**config.mk**
```make
export PLATFORM = sky130hd
export DESIGN_NAME = move_scanner_flat
export DESIGN_NICKNAME = d
export VERILOG_FILES = /design/src/rtl/othello_pkg.sv /design/src/rtl/move_scanner_if.sv /design/src/rtl/move_scanner_board_step.sv /design/src/rtl/move_scanner.sv /design/src/flat_wrapper.sv
export SDC_FILE = /design/constraint.sdc
export NUM_CORES = 1
export LEC_CHECK = 0
export ABC_AREA = 1
export CORE_MARGIN = 10
export CORE_UTILIZATION = 59
export DETAILED_ROUTE_END_ITERATION = 10
export MAX_ROUTING_LAYER = met4
export PLACE_DENSITY = 0.94
export REMOVE_ABC_BUFFERS = 1
export SYNTH_ARGS = -nofsm -noshare
export SYNTH_HDL_FRONTEND = slang
export SYNTH_SLANG_ARGS = --single-unit
```
**constraint.sdc**
```tcl
create_clock -name clock -period 5.93 [get_ports clock]
set_clock_uncertainty 0.05 [all_clocks]
set_input_delay 1.4825 -clock clock [delete_from_list [all_inputs] [get_ports clock]]
set_output_delay 1.4825 -clock clock [all_outputs]
set_load 0.02 [all_outputs]
```
**src/rtl/othello_pkg.sv**
```systemverilog
// Shared Othello definitions: cell codes, the eight direction deltas and the
// scanner state encoding.
package othello_pkg;

    localparam logic [1:0] CELL_EMPTY = 2'b00;
    localparam logic [1:0] CELL_P0    = 2'b01;
    localparam logic [1:0] CELL_P1    = 2'b10;

    // d0..d7 = N, NE, E, SE, S, SW, W, NW
    localparam int DIR_DR [8] = '{-1, -1,  0,  1,  1,  1,  0, -1};
    localparam int DIR_DC [8] = '{ 0,  1,  1,  1,  0, -1, -1, -1};

    typedef enum logic [3:0] {
        ST_IDLE,
        ST_ORIG_RD,
        ST_ORIG_EV,
        ST_DIR_INIT,
        ST_CELL_RD,
        ST_CELL_EV,
        ST_NEXT_DIR,
        ST_FLIP,
        ST_DONE
    } scan_state_e;

    function automatic logic [1:0] own_code(input logic player);
        return player ? CELL_P1 : CELL_P0;
    endfunction

    function automatic logic [1:0] opp_code(input logic player);
        return player ? CELL_P0 : CELL_P1;
    endfunction

endpackage

```
**src/rtl/move_scanner_if.sv**
```systemverilog
// Game-board RAM port shared between the scanner (master) and the RAM (slave).
// mem_q is valid in the cycle after mem_addr is presented.
interface move_scanner_if #(
    parameter int AW = 6
);
    logic [AW-1:0] mem_addr;
    logic          mem_wren;
    logic [1:0]    mem_data;
    logic [1:0]    mem_q;

    modport master (output mem_addr, output mem_wren, output mem_data, input mem_q);
    modport slave  (input mem_addr, input mem_wren, input mem_data, output mem_q);
endinterface

```
**src/rtl/move_scanner_board_step.sv**
```systemverilog
// board_step: one step from (row, col) in direction d. Row and column are
// bounds-checked independently so a walk can never wrap across a row edge.
module board_step
    import othello_pkg::*;
#(
    parameter  int BOARD_N = 8,
    localparam int CW      = $clog2(BOARD_N),
    localparam int AW      = $clog2(BOARD_N * BOARD_N)
) (
    input  logic [CW-1:0] row_i,
    input  logic [CW-1:0] col_i,
    input  logic [2:0]    dir_i,
    output logic [CW-1:0] row_o,
    output logic [CW-1:0] col_o,
    output logic          in_bounds_o,
    output logic [AW-1:0] addr_o
);
    localparam int SW = CW + 2;

    logic signed [SW-1:0] row_s;
    logic signed [SW-1:0] col_s;

    // Signed step so that leaving the top/left edge shows up as a negative coordinate.
    always_comb begin
        row_s       = $signed({2'b00, row_i}) + SW'(DIR_DR[dir_i]);
        col_s       = $signed({2'b00, col_i}) + SW'(DIR_DC[dir_i]);
        in_bounds_o = !row_s[SW-1] && (row_s < SW'(BOARD_N)) &&
                      !col_s[SW-1] && (col_s < SW'(BOARD_N));
        row_o       = row_s[CW-1:0];
        col_o       = col_s[CW-1:0];
        addr_o      = AW'(row_o) * AW'(BOARD_N) + AW'(col_o);
    end
endmodule

```
**src/rtl/move_scanner.sv**
```systemverilog
// move_scanner: walks all eight directions from a candidate square, reports
// per-direction and overall legality plus the capture count.
// Build option MOVE_SCANNER_FLIP_EN: adds the FLIP state that writes the
// origin and every captured cell back to the board RAM before done.
//
//   state       | meaning
//   ------------+-----------------------------------------------------
//   ST_IDLE     | waiting for start
//   ST_ORIG_RD  | origin address on the RAM port
//   ST_ORIG_EV  | origin cell evaluated, occupied -> ST_DONE
//   ST_DIR_INIT | clear run length, first step in direction d
//   ST_CELL_RD  | probed cell address on the RAM port
//   ST_CELL_EV  | probed cell evaluated: continue, capture or fail
//   ST_NEXT_DIR | advance d, or leave after d7
//   ST_FLIP     | one RAM write per cycle: origin, then captures in d order
//   ST_DONE     | done pulse, results held
module move_scanner
    import othello_pkg::*;
#(
    parameter  int BOARD_N = 8,
    localparam int CW      = $clog2(BOARD_N),
    localparam int AW      = $clog2(BOARD_N * BOARD_N)
) (
    input  logic          clock,
    input  logic          reset,
    input  logic          start,
    input  logic [CW-1:0] row_in,
    input  logic [CW-1:0] col_in,
    input  logic          player,
    output logic          busy,
    output logic          done,
    output logic          valid,
    output logic [7:0]    dir_mask,
    output logic [AW-1:0] flip_count,
    move_scanner_if.master mem
);
    scan_state_e   state_q;
    logic [CW-1:0] orig_row_q, orig_col_q;
    logic [CW-1:0] cur_row_q, cur_col_q;
    logic          player_q;
    logic [2:0]    dir_q;
    logic [CW-1:0] run_q;
    logic [7:0]    mask_q;
    logic [AW-1:0] count_q;
    logic          busy_q, done_q;
    logic [AW-1:0] addr_q;

    logic [CW-1:0] step_row_d, step_col_d;
    logic [2:0]    step_dir_d;
    logic [CW-1:0] step_row, step_col;
    logic          step_ok;
    logic [AW-1:0] step_addr;

`ifdef MOVE_SCANNER_FLIP_EN
    logic [CW-1:0] len_q [8];
    logic          wren_q;
    logic [1:0]    data_q;
    logic [2:0]    fl_dir_q;
    logic [3:0]    fl_from_q;
    logic [CW-1:0] fl_rem_q;
    logic [2:0]    nd_d;
    logic          nd_found_d;
`endif

    function automatic logic [AW-1:0] cell_addr(input logic [CW-1:0] r, input logic [CW-1:0] c);
        return AW'(r) * AW'(BOARD_N) + AW'(c);
    endfunction

    board_step #(.BOARD_N(BOARD_N)) u_step (
        .row_i       (step_row_d),
        .col_i       (step_col_d),
        .dir_i       (step_dir_d),
        .row_o       (step_row),
        .col_o       (step_col),
        .in_bounds_o (step_ok),
        .addr_o      (step_addr)
    );

`ifdef MOVE_SCANNER_FLIP_EN
    // Lowest captured direction not yet written back.
    always_comb begin
        nd_found_d = 1'b0;
        nd_d       = 3'd0;
        for (int i = 7; i >= 0; i--) begin
            if (mask_q[i] && (4'(i) >= fl_from_q)) begin
                nd_found_d = 1'b1;
                nd_d       = 3'(i);
            end
        end
    end
`endif

    // Step source: origin when a direction starts, otherwise the last cell visited.
    always_comb begin
        step_row_d = cur_row_q;
        step_col_d = cur_col_q;
        step_dir_d = dir_q;
        case (state_q)
            ST_DIR_INIT: begin
                step_row_d = orig_row_q;
                step_col_d = orig_col_q;
            end
`ifdef MOVE_SCANNER_FLIP_EN
            ST_FLIP: begin
                step_dir_d = fl_dir_q;
                if (fl_rem_q == '0) begin
                    step_row_d = orig_row_q;
                    step_col_d = orig_col_q;
                    step_dir_d = nd_d;
                end
            end
`endif
            default: ;
        endcase
    end

    // Scanner FSM with registered outputs.
    always_ff @(posedge clock) begin
        if (reset) begin
            state_q    <= ST_IDLE;
            orig_row_q <= '0;
            orig_col_q <= '0;
            cur_row_q  <= '0;
            cur_col_q  <= '0;
            player_q   <= 1'b0;
            dir_q      <= '0;
            run_q      <= '0;
            mask_q     <= '0;
            count_q    <= '0;
            busy_q     <= 1'b0;
            done_q     <= 1'b0;
            addr_q     <= '0;
`ifdef MOVE_SCANNER_FLIP_EN
            for (int i = 0; i < 8; i++) len_q[i] <= '0;
            wren_q     <= 1'b0;
            data_q     <= 2'b00;
            fl_dir_q   <= '0;
            fl_from_q  <= '0;
            fl_rem_q   <= '0;
`endif
        end else begin
            case (state_q)
                ST_IDLE: begin
                    if (start) begin
                        orig_row_q <= row_in;
                        orig_col_q <= col_in;
                        player_q   <= player;
                        mask_q     <= '0;
                        count_q    <= '0;
                        busy_q     <= 1'b1;
                        addr_q     <= cell_addr(row_in, col_in);
                        state_q    <= ST_ORIG_RD;
                    end
                end
                ST_ORIG_RD: state_q <= ST_ORIG_EV;
                ST_ORIG_EV: begin
                    if (mem.mem_q == CELL_P0 || mem.mem_q == CELL_P1) begin
                        mask_q  <= '0;
                        count_q <= '0;
                        busy_q  <= 1'b0;
                        done_q  <= 1'b1;
                        state_q <= ST_DONE;
                    end else begin
                        dir_q   <= '0;
                        state_q <= ST_DIR_INIT;
                    end
                end
                ST_DIR_INIT: begin
                    run_q <= '0;
                    if (step_ok) begin
                        cur_row_q <= step_row;
                        cur_col_q <= step_col;
                        addr_q    <= step_addr;
                        state_q   <= ST_CELL_RD;
                    end else begin
                        state_q   <= ST_NEXT_DIR;
                    end
                end
                ST_CELL_RD: state_q <= ST_CELL_EV;
                ST_CELL_EV: begin
                    if (mem.mem_q == opp_code(player_q)) begin
                        run_q <= run_q + 1'b1;
                        if (step_ok) begin
                            cur_row_q <= step_row;
                            cur_col_q <= step_col;
                            addr_q    <= step_addr;
                            state_q   <= ST_CELL_RD;
                        end else begin
                            state_q   <= ST_NEXT_DIR;
                        end
                    end else begin
                        if (mem.mem_q == own_code(player_q) && run_q != '0) begin
                            mask_q[dir_q] <= 1'b1;
                            count_q       <= count_q + AW'(run_q);
`ifdef MOVE_SCANNER_FLIP_EN
                            len_q[dir_q]  <= run_q;
`endif
                        end
                        state_q <= ST_NEXT_DIR;
                    end
                end
                ST_NEXT_DIR: begin
                    if (dir_q == 3'd7) begin
`ifdef MOVE_SCANNER_FLIP_EN
                        if (|mask_q) begin
                            addr_q    <= cell_addr(orig_row_q, orig_col_q);
                            wren_q    <= 1'b1;
                            data_q    <= own_code(player_q);
                            fl_dir_q  <= '0;
                            fl_from_q <= '0;
                            fl_rem_q  <= '0;
                            state_q   <= ST_FLIP;
                        end else begin
                            busy_q  <= 1'b0;
                            done_q  <= 1'b1;
                            state_q <= ST_DONE;
                        end
`else
                        busy_q  <= 1'b0;
                        done_q  <= 1'b1;
                        state_q <= ST_DONE;
`endif
                    end else begin
                        dir_q   <= dir_q + 1'b1;
                        state_q <= ST_DIR_INIT;
                    end
                end
`ifdef MOVE_SCANNER_FLIP_EN
                ST_FLIP: begin
                    if (fl_rem_q != '0) begin
                        cur_row_q <= step_row;
                        cur_col_q <= step_col;
                        addr_q    <= step_addr;
                        fl_rem_q  <= fl_rem_q - 1'b1;
                    end else if (nd_found_d) begin
                        cur_row_q <= step_row;
                        cur_col_q <= step_col;
                        addr_q    <= step_addr;
                        fl_dir_q  <= nd_d;
                        fl_from_q <= 4'(nd_d) + 4'd1;
                        fl_rem_q  <= len_q[nd_d] - 1'b1;
                    end else begin
                        wren_q  <= 1'b0;
                        data_q  <= 2'b00;
                        busy_q  <= 1'b0;
                        done_q  <= 1'b1;
                        state_q <= ST_DONE;
                    end
                end
`endif
                ST_DONE: begin
                    done_q  <= 1'b0;
                    state_q <= ST_IDLE;
                end
                default: state_q <= ST_IDLE;
            endcase
        end
    end

    assign busy       = busy_q;
    assign done       = done_q;
    assign dir_mask   = mask_q;
    assign valid      = |mask_q;
    assign flip_count = count_q;
    assign mem.mem_addr = addr_q;
`ifdef MOVE_SCANNER_FLIP_EN
    assign mem.mem_wren = wren_q;
    assign mem.mem_data = data_q;
`else
    assign mem.mem_wren = 1'b0;
    assign mem.mem_data = 2'b00;
`endif
endmodule

```
**src/flat_wrapper.sv**
```systemverilog
// flat-port wrapper written by rule: the top's interface ports become plain ports
module move_scanner_flat import othello_pkg::*;
#(
    parameter  int BOARD_N = 8,
    localparam int CW      = $clog2(BOARD_N),
    localparam int AW      = $clog2(BOARD_N * BOARD_N)
)
  (clock, reset, start, row_in, col_in, player, busy, done, valid, dir_mask, flip_count, mem_mem_addr, mem_mem_wren, mem_mem_data, mem_mem_q);
  move_scanner_if #(.AW((6))) mem_i ();
  input  logic clock;
  input  logic reset;
  input  logic start;
  input  logic [CW-1:0] row_in;
  input  logic [CW-1:0] col_in;
  input  logic player;
  output logic busy;
  output logic done;
  output logic valid;
  output logic [7:0] dir_mask;
  output logic [AW-1:0] flip_count;
  output wire logic [$bits(mem_i.mem_addr)-1:0] mem_mem_addr;
  output wire logic [$bits(mem_i.mem_wren)-1:0] mem_mem_wren;
  output wire logic [$bits(mem_i.mem_data)-1:0] mem_mem_data;
  input wire logic [$bits(mem_i.mem_q)-1:0] mem_mem_q;
  assign mem_mem_addr = mem_i.mem_addr;
  assign mem_mem_wren = mem_i.mem_wren;
  assign mem_mem_data = mem_i.mem_data;
  assign mem_i.mem_q = mem_mem_q;
  move_scanner #(.BOARD_N(BOARD_N)) u_core (.clock(clock), .reset(reset), .start(start), .row_in(row_in), .col_in(col_in), .player(player), .busy(busy), .done(done), .valid(valid), .dir_mask(dir_mask), .flip_count(flip_count), .mem(mem_i));
endmodule
```
==> flow_metrics.env, run 1 <==
export IMPL_whs_path_depth=2
export IMPL_p_per_area_nw_per_um2=396
export IMPL_syn_inst=373
export IMPL_fmax_mhz=319
export IMPL_ff2ff_path_depth=17
export IMPL_async_reset_ff_share_pct=0
export IMPL_ant_nets=0
export IMPL_synth_edf_count=0
export IMPL_routed_wl_um=6050
export IMPL_cts_sinks=45
export IMPL_dpl_hpwl_um=4660
export IMPL_grt_pass1_vias=2341
export IMPL_seq_area_um2=901
export IMPL_num_antenna_cells=0
export IMPL_vias=2413
export IMPL_rsz0062_at_grt="false"
export IMPL_worst_slew_pin_slew_ps=644
export IMPL_yosys_area_top_type="dfxtp_1"
export IMPL_cts_resized=0
export IMPL_ctsLongestPathBuffers=2
export IMPL_ys_seq_elements=45
export IMPL_yosys_top_cells_count="75 x nand2_1, 69 x inv_1, 45 x dfxtp_1"
export IMPL_die_x_um=87.1
export IMPL_crit_path_max_incr_delay_ps=680
export IMPL_syn_area_um2=2650
export IMPL_hold_path_class="reg -> reg"
export IMPL_yosys_cell_types_count=37
export IMPL_avgSynthCellArea_um2=7.11
export IMPL_ir_worst_vdd_v=0.000284
export IMPL_fin_crit_ps=3130
export IMPL_relSlewSlack_pct=57.0
export IMPL_post_cts_buffers=0
export IMPL_cts_root_buffer="clkbuf_8"
export IMPL_final_nets=438
export IMPL_yosysMostFrequentCell="nand2_1"
export IMPL_cts_buffers=5
export IMPL_areaGrowthSynthToFinish_pct=16.7
export IMPL_finalSetupTns_ps=0
export IMPL_power_frac_comb_pct=51.6
export IMPL_grt_max_degree=21
export IMPL_synth_ff_type="dfxtp_1"
export IMPL_p_int_mw=0.668
export IMPL_regToRegSetupSlack_ps=3060
export IMPL_wl_met1_um=2590
export IMPL_timing_rr_start="u_core.state_q[2]"
export IMPL_fin_ws_ps=2800
export IMPL_dr_max_layer_used="met4"
export IMPL_multiInputGateArea_um2=1440
export IMPL_switchingPower_mw=0.559
export IMPL_fillers=343
export IMPL_overflow=0
export IMPL_dr_pass1_iters=4
export IMPL_min_period_over_period_pct=52.8
export IMPL_cp_arrival_ps=3340
export IMPL_cp_num_buf_inv=3
export IMPL_ys_warnings_count=0
export IMPL_synthTopCellsByArea="dfxtp_1 34%, nand2_1 11%, inv_1 9.8%"
export IMPL_timing_rr_end="u_core.cur_row_q[2]"
export IMPL_cp_cell_sequence="clkdlybuf4s50_1 > inv_1 > o21ai_4 > inv_2 > nand2_1 > o21ba_1"
export IMPL_wl_per_cell_um=13.2
export IMPL_critPathMaxFanout=20
export IMPL_slowest_stage="clkdlybuf4s50_1"
export IMPL_finalSetupViolCount=0
export IMPL_drc=0
export IMPL_rows=24
export IMPL_leakage_nw=1.43
export IMPL_required_ps=6140
export IMPL_hold_violations=0
export IMPL_portBuffers=34
export IMPL_wl_met2_um=2950
export IMPL_grt_pass1_wl_um=10200
export IMPL_pre_cts_slack_ps=2520
export IMPL_cts_tree="yes"
export IMPL_die_y_um=87.1
export IMPL_power_frac_clock_pct=15.1
export IMPL_hold_buffers=0
export IMPL_yosysTopAreaCellShare_pct=33.9
export IMPL_finalMaxSlewViolations=0
export IMPL_cp_top_family="buffers and inverters"
export IMPL_yosysSeqAreaShare_pct=33.9
export IMPL_vias_per_cell=5.26
export IMPL_drive_gt1_share_pct=7.62
export IMPL_critPathLaunchType="input pin"
export IMPL_htree_levels=2
export IMPL_io_pins=38
export IMPL_grt_usage_pct=16.9
export IMPL_start_util_pct=60.9
export IMPL_min_to="u_core.cur_col_q[0]"
export IMPL_place_inst=452
export IMPL_drtIter0Drc=148
export IMPL_maxCapViolCount=0
export IMPL_coreArea_um2=4350
export IMPL_end_kind="flop"
export IMPL_clk_pin_slew_ps=90
export IMPL_insertion_delay_ps=310
export IMPL_dieArea_um2=7580
export IMPL_switching_share_pct=45.6
export IMPL_grt_antenna_before_repair=0
export IMPL_final_cells=459
export IMPL_status="completed"
export IMPL_power_frac_seq_pct=33.3
export IMPL_path_class="in -> reg"
export IMPL_place_congestion=0.859
export IMPL_min_from="u_core.cur_col_q[0]"
export IMPL_route_met3_wl_um=401
==> cell families (layout without fill, tap and decap cells) <==
| logic type | after synthesis | count (layout) | share of synthesized area, % |
|---|---|---|---|
| AOI/OAI and AO/OA | 78 | 78 | 17.1 |
| xor gates and xnor gates | 3 | 3 | 0.990 |
| other | 1 | 3 | 0.141 |
| buffers and inverters | 80 | 112 | 11.9 |
| DFF | 45 | 45 | 33.9 |
| and+or+nand+nor | 146 | 146 | 26.0 |
| adders and majority gates | 19 | 19 | 9.52 |
| muxes | 1 | 1 | 0.377 |
==> metal layers <==
| metal | global-route usage, % | up-vias |
|---|---|---|
| met5 | - | - |
| met4 | 6.04 | 0 |
| met3 | 4.78 | 11 |
| met2 | 29.2 | 63 |
| met1 | 17.9 | 1101 |
| li1 | - | 1238 |
==> worst max path at each step <==
stage                       startpoint  depth (start not counted)  slack [ps]                   end
floorplan                 mem_mem_q[0]                         11        3300   u_core.cur_row_q[2]
finish                           reset                          6        2800  u_core.flip_count[3]
global route              mem_mem_q[0]                         12        2590   u_core.cur_row_q[2]
detailed placement               reset                          6        2520  u_core.flip_count[3]
global placement                 reset                          6        2560  u_core.flip_count[3]
CTS                 u_core.dir_mask[4]                          3        2770                 valid
==> cell usage in the layout, fill, tap and decap left out, types with 5 or more instances in the layout <==
cell type and count:
nand3_1 11, clkdlybuf4s50_1 34, nor2_1 30, a21oi_1 39, nand2_2 6, inv_1 69
clkbuf_8 5, o21ai_0 19, nand2_1 75, ha_1 17, dfxtp_1 45, o21ai_1 6
==> worst min-delay path: stages, from the launching register on <==
cell and delay, ps:
dfxtp_1 320, inv_1 50, a21oi_1 50
==> through the flow <==
stage	util, %	hold slack (ps)	total power, mW	area, µm²
after floorplan	-	376	0.867	2610
after global placement	69.3	383	1.02	3020
after global routing	71.1	427	1.32	3100
after detailed placement	69.3	395	1.04	3020
final	71.1	407	1.23	3100
after CTS	71.1	407	1.23	3100
==> power by group through the flow <==
stage	logic (mW)	clock network, mW	registers [mW]
after detailed placement	0.627	0	0.414
after floorplan	0.431	0	0.436
after global placement	0.605	0	0.411
after CTS	0.632	0.186	0.408
final	0.633	0.185	0.408
after global routing	0.712	0.196	0.415
==> final cells by class <==
cell class	instances	area share, %
Clock buffer	6	2.34
Clock inverter	1	0.283
Inverter	71	8.60
Multi-Input combinational cell	250	46.6
Sequential cell	45	29.1
Tap cell	52	2.10
Timing Repair Buffer	34	11.0
==> flip-flops by register name (all words and copies together) (netlist names) <==
name and flops:
u_core.busy 1, u_core.cur_col_q 3, u_core.done 1, u_core.dir_mask 8, u_core.player_q 1, u_core.orig_row_q 3, u_core.mem.mem_addr 6, u_core.dir_q 3
u_core.orig_col_q 3, u_core.cur_row_q 3, u_core.run_q 3, u_core.flip_count 6, u_core.state_q 4
No activity file was read; power rests on OpenSTA's default activity.
==> inputs of run 2 (changes only) <==
--- a/config.mk
+++ b/config.mk
@@ -7,10 +7,10 @@
 export LEC_CHECK = 0
 export ABC_AREA = 1
 export CORE_MARGIN = 10
-export CORE_UTILIZATION = 59
+export CORE_UTILIZATION = 49
 export DETAILED_ROUTE_END_ITERATION = 10
 export MAX_ROUTING_LAYER = met4
-export PLACE_DENSITY = 0.94
+export PLACE_DENSITY = 0.85
 export REMOVE_ABC_BUFFERS = 1
 export SYNTH_ARGS = -nofsm -noshare
 export SYNTH_HDL_FRONTEND = slang
==> constraint.sdc (replaced) <==
create_clock -name clock -period 2.8 [get_ports clock]
set_clock_uncertainty 0.05 [all_clocks]
set_input_delay 0.7 -clock clock [delete_from_list [all_inputs] [get_ports clock]]
set_output_delay 0.7 -clock clock [all_outputs]
set_load 0.02 [all_outputs]
==> run 2 against run 1 <==
Sequential cell count unchanged. Highest routed layer unchanged. Final area increased by 3.4%. Wire length is 0.60% lower. Critical path type is now reg -> reg. First-iteration DRC count down 11%. Setup slack got worse by 2600 ps. Sequential power up 110%. Largest power group unchanged. Final cell count up 4.8%.
==> flow_metrics.env, run 2 (same netlist as run 1, synthesis figures left out) <==
export IMPL_status="completed"
export IMPL_insertion_delay_ps=310
export IMPL_seq_area_um2=910
export IMPL_dpl_hpwl_um=4630
export IMPL_grt_antenna_before_repair=0
export IMPL_hold_path_class="reg -> reg"
export IMPL_fmax_mhz=378
export IMPL_clk_pin_slew_ps=90
export IMPL_final_cell_mix="75 x nand2_1, 67 x inv_1, 40 x dfxtp_1"
export IMPL_coreArea_um2=5170
export IMPL_cts_tree="yes"
export IMPL_ctsLongestPathBuffers=2
export IMPL_die_y_um=93.6
export IMPL_hold_slack_ps=403
export IMPL_place_congestion=0.962
export IMPL_maxCapViolCount=0
export IMPL_grt_max_degree=18
export IMPL_ant_nets=0
export IMPL_cp_arrival_ps=2810
export IMPL_hold_violations=0
export IMPL_endpoint="u_core.mem.mem_addr[0]"
export IMPL_end_kind="flop"
export IMPL_critPathMaxFanout=14
export IMPL_routed_wl_um=6010
export IMPL_largest_reg_flops=8
export IMPL_regToRegSetupSlack_ps=160
export IMPL_required_ps=2960
export IMPL_final_nets=441
export IMPL_grt_pass1_wl_um=10300
export IMPL_timing_rr_start="u_core.state_q[3]"
export IMPL_cts_sinks=45
export IMPL_dr_pass1_iters=4
export IMPL_min_period_over_period_pct=94.4
export IMPL_p_per_area_nw_per_um2=857
export IMPL_fin_crit_ps=2640
export IMPL_finalMaxSlewViolations=0
export IMPL_rows=26
export IMPL_die_x_um=93.6
export IMPL_ir_worst_vdd_v=0.000460
export IMPL_finalSetupTns_ps=0
export IMPL_multiInputGateArea_um2=1460
export IMPL_drive_gt1_share_pct=10.5
export IMPL_vias_per_cell=5.00
export IMPL_drc=0
export IMPL_grt_usage_pct=14.5
export IMPL_vias=2403
export IMPL_timing_rr_end="u_core.mem.mem_addr[0]"
export IMPL_io_pins=38
export IMPL_dieArea_um2=8760
export IMPL_num_antenna_cells=0
export IMPL_cp_startpoint="u_core.state_q[3]"
export IMPL_final_common_cell="nand2_1"
export IMPL_start_util_pct=51.3
export IMPL_finalSetupViolCount=0
export IMPL_ff2ff_path_depth=18
export IMPL_leakage_nw=1.46
export IMPL_cts_buffers=5
export IMPL_wl_per_cell_um=12.5
export IMPL_overflow=0
export IMPL_hold_buffers=0
export IMPL_fillers=466
export IMPL_grt_pass1_vias=2299
export IMPL_htree_levels=2
export IMPL_areaGrowthSynthToFinish_pct=20.7
export IMPL_critPathLaunchType="flop"
export IMPL_cts_root_buffer="clkbuf_8"
export IMPL_portBuffers=34
export IMPL_path_class="reg -> reg"
export IMPL_drtIter0Drc=132
run 2: cell types whose count changed in the layout (fill, tap and decap cells not counted), moves of 2 or more:
cell,before,now
o21ai_1,6,9
dfxtp_1,45,40
inv_2,2,4
dfxtp_2,0,4
buf_4,0,3
inv_1,69,67
o21ai_0,19,16
run 2: area by class of cell:
type | count | share of cell area [%]
inverters | 71 | 8.32
flip-flops and latches | 45 | 28.4
clock inverters | 2 | 1.21
repair buffers | 37 | 11.3
well taps | 70 | 2.74
multi-input cells | 250 | 45.7
clock buffers | 6 | 2.27
run 2: worst min-delay path by stage:
stage	from	end	depth (start not counted)
after floorplan	u_core.cur_col_q[0]	u_core.cur_col_q[0]	2
after global placement	u_core.cur_col_q[1]	u_core.cur_col_q[1]	2
after detailed placement	u_core.orig_col_q[1]	u_core.orig_col_q[1]	2
after CTS	u_core.cur_col_q[0]	u_core.cur_col_q[0]	2
after global routing	u_core.cur_col_q[0]	u_core.cur_col_q[0]	2
final	u_core.orig_col_q[1]	u_core.orig_col_q[1]	2
run 2: where the power goes:
part	switching (mW)	total [mW]	internal [mW]
Sequential	0.0950	0.873	0.778
Clock	0.234	0.502	0.268
Combinational	0.882	1.37	0.487
run 2: worst max-delay path: stages (launching register included):
cell     delay (ps)
dfxtp_2         380
nor2_4          180
nand2_4         130
nand2_1          80
o21ai_0          90
ha_1            240
fa_2            390
nand2_1          70
a21oi_1          70
nand2_1          80
nand2_1          60
inv_1            60
nand2_1          80
nor2_4          120
nand2_1         100
nand2_4         110
nand2_4          80
nor2_1          110
nor2_1           50
run 2: what timing repair did:
item                                    in CTS  in global routing
resized for setup                            1                 15
endpoints found under the setup margin       1                 13
pin swaps                                    0                  2
endpoints found under the hold margin        0                  0
setup buffers                                0                  1
run 2: metal layers:
metal | vias up | global-route usage (%) | part of all wire [%]
met5 | - | - | 0
met4 | 0 | 5.44 | 1.8
met3 | 13 | 3.44 | 5.4
met2 | 61 | 24.0 | 48
met1 | 1083 | 16.7 | 45
li1 | 1246 | - | -
run 2: stage by stage:
step                      cell area (µm²)  total power [mW]  util, %  cells  setup slack, ps
after floorplan                      2610              1.84        -    366              353
after global placement               3050              2.17     59.0    472              215
after detailed placement             3050              2.20     59.0    472             21.9
after CTS                            3170              2.71     61.2    480             2.61
after global routing                 3200              2.98     61.9    481            -21.1
final                                3200              2.74     61.9    481              156
==> inputs of run 3 (changes only) <==
--- a/config.mk
+++ b/config.mk
@@ -6,6 +6,7 @@
 export NUM_CORES = 1
 export LEC_CHECK = 0
 export ABC_AREA = 1
+export ABC_CLOCK_PERIOD_IN_PS = 2800
 export CORE_MARGIN = 10
 export CORE_UTILIZATION = 49
 export DETAILED_ROUTE_END_ITERATION = 10
==> results of run 3 <==
The final DEF is identical to that of run 2; final timing and power are the same.
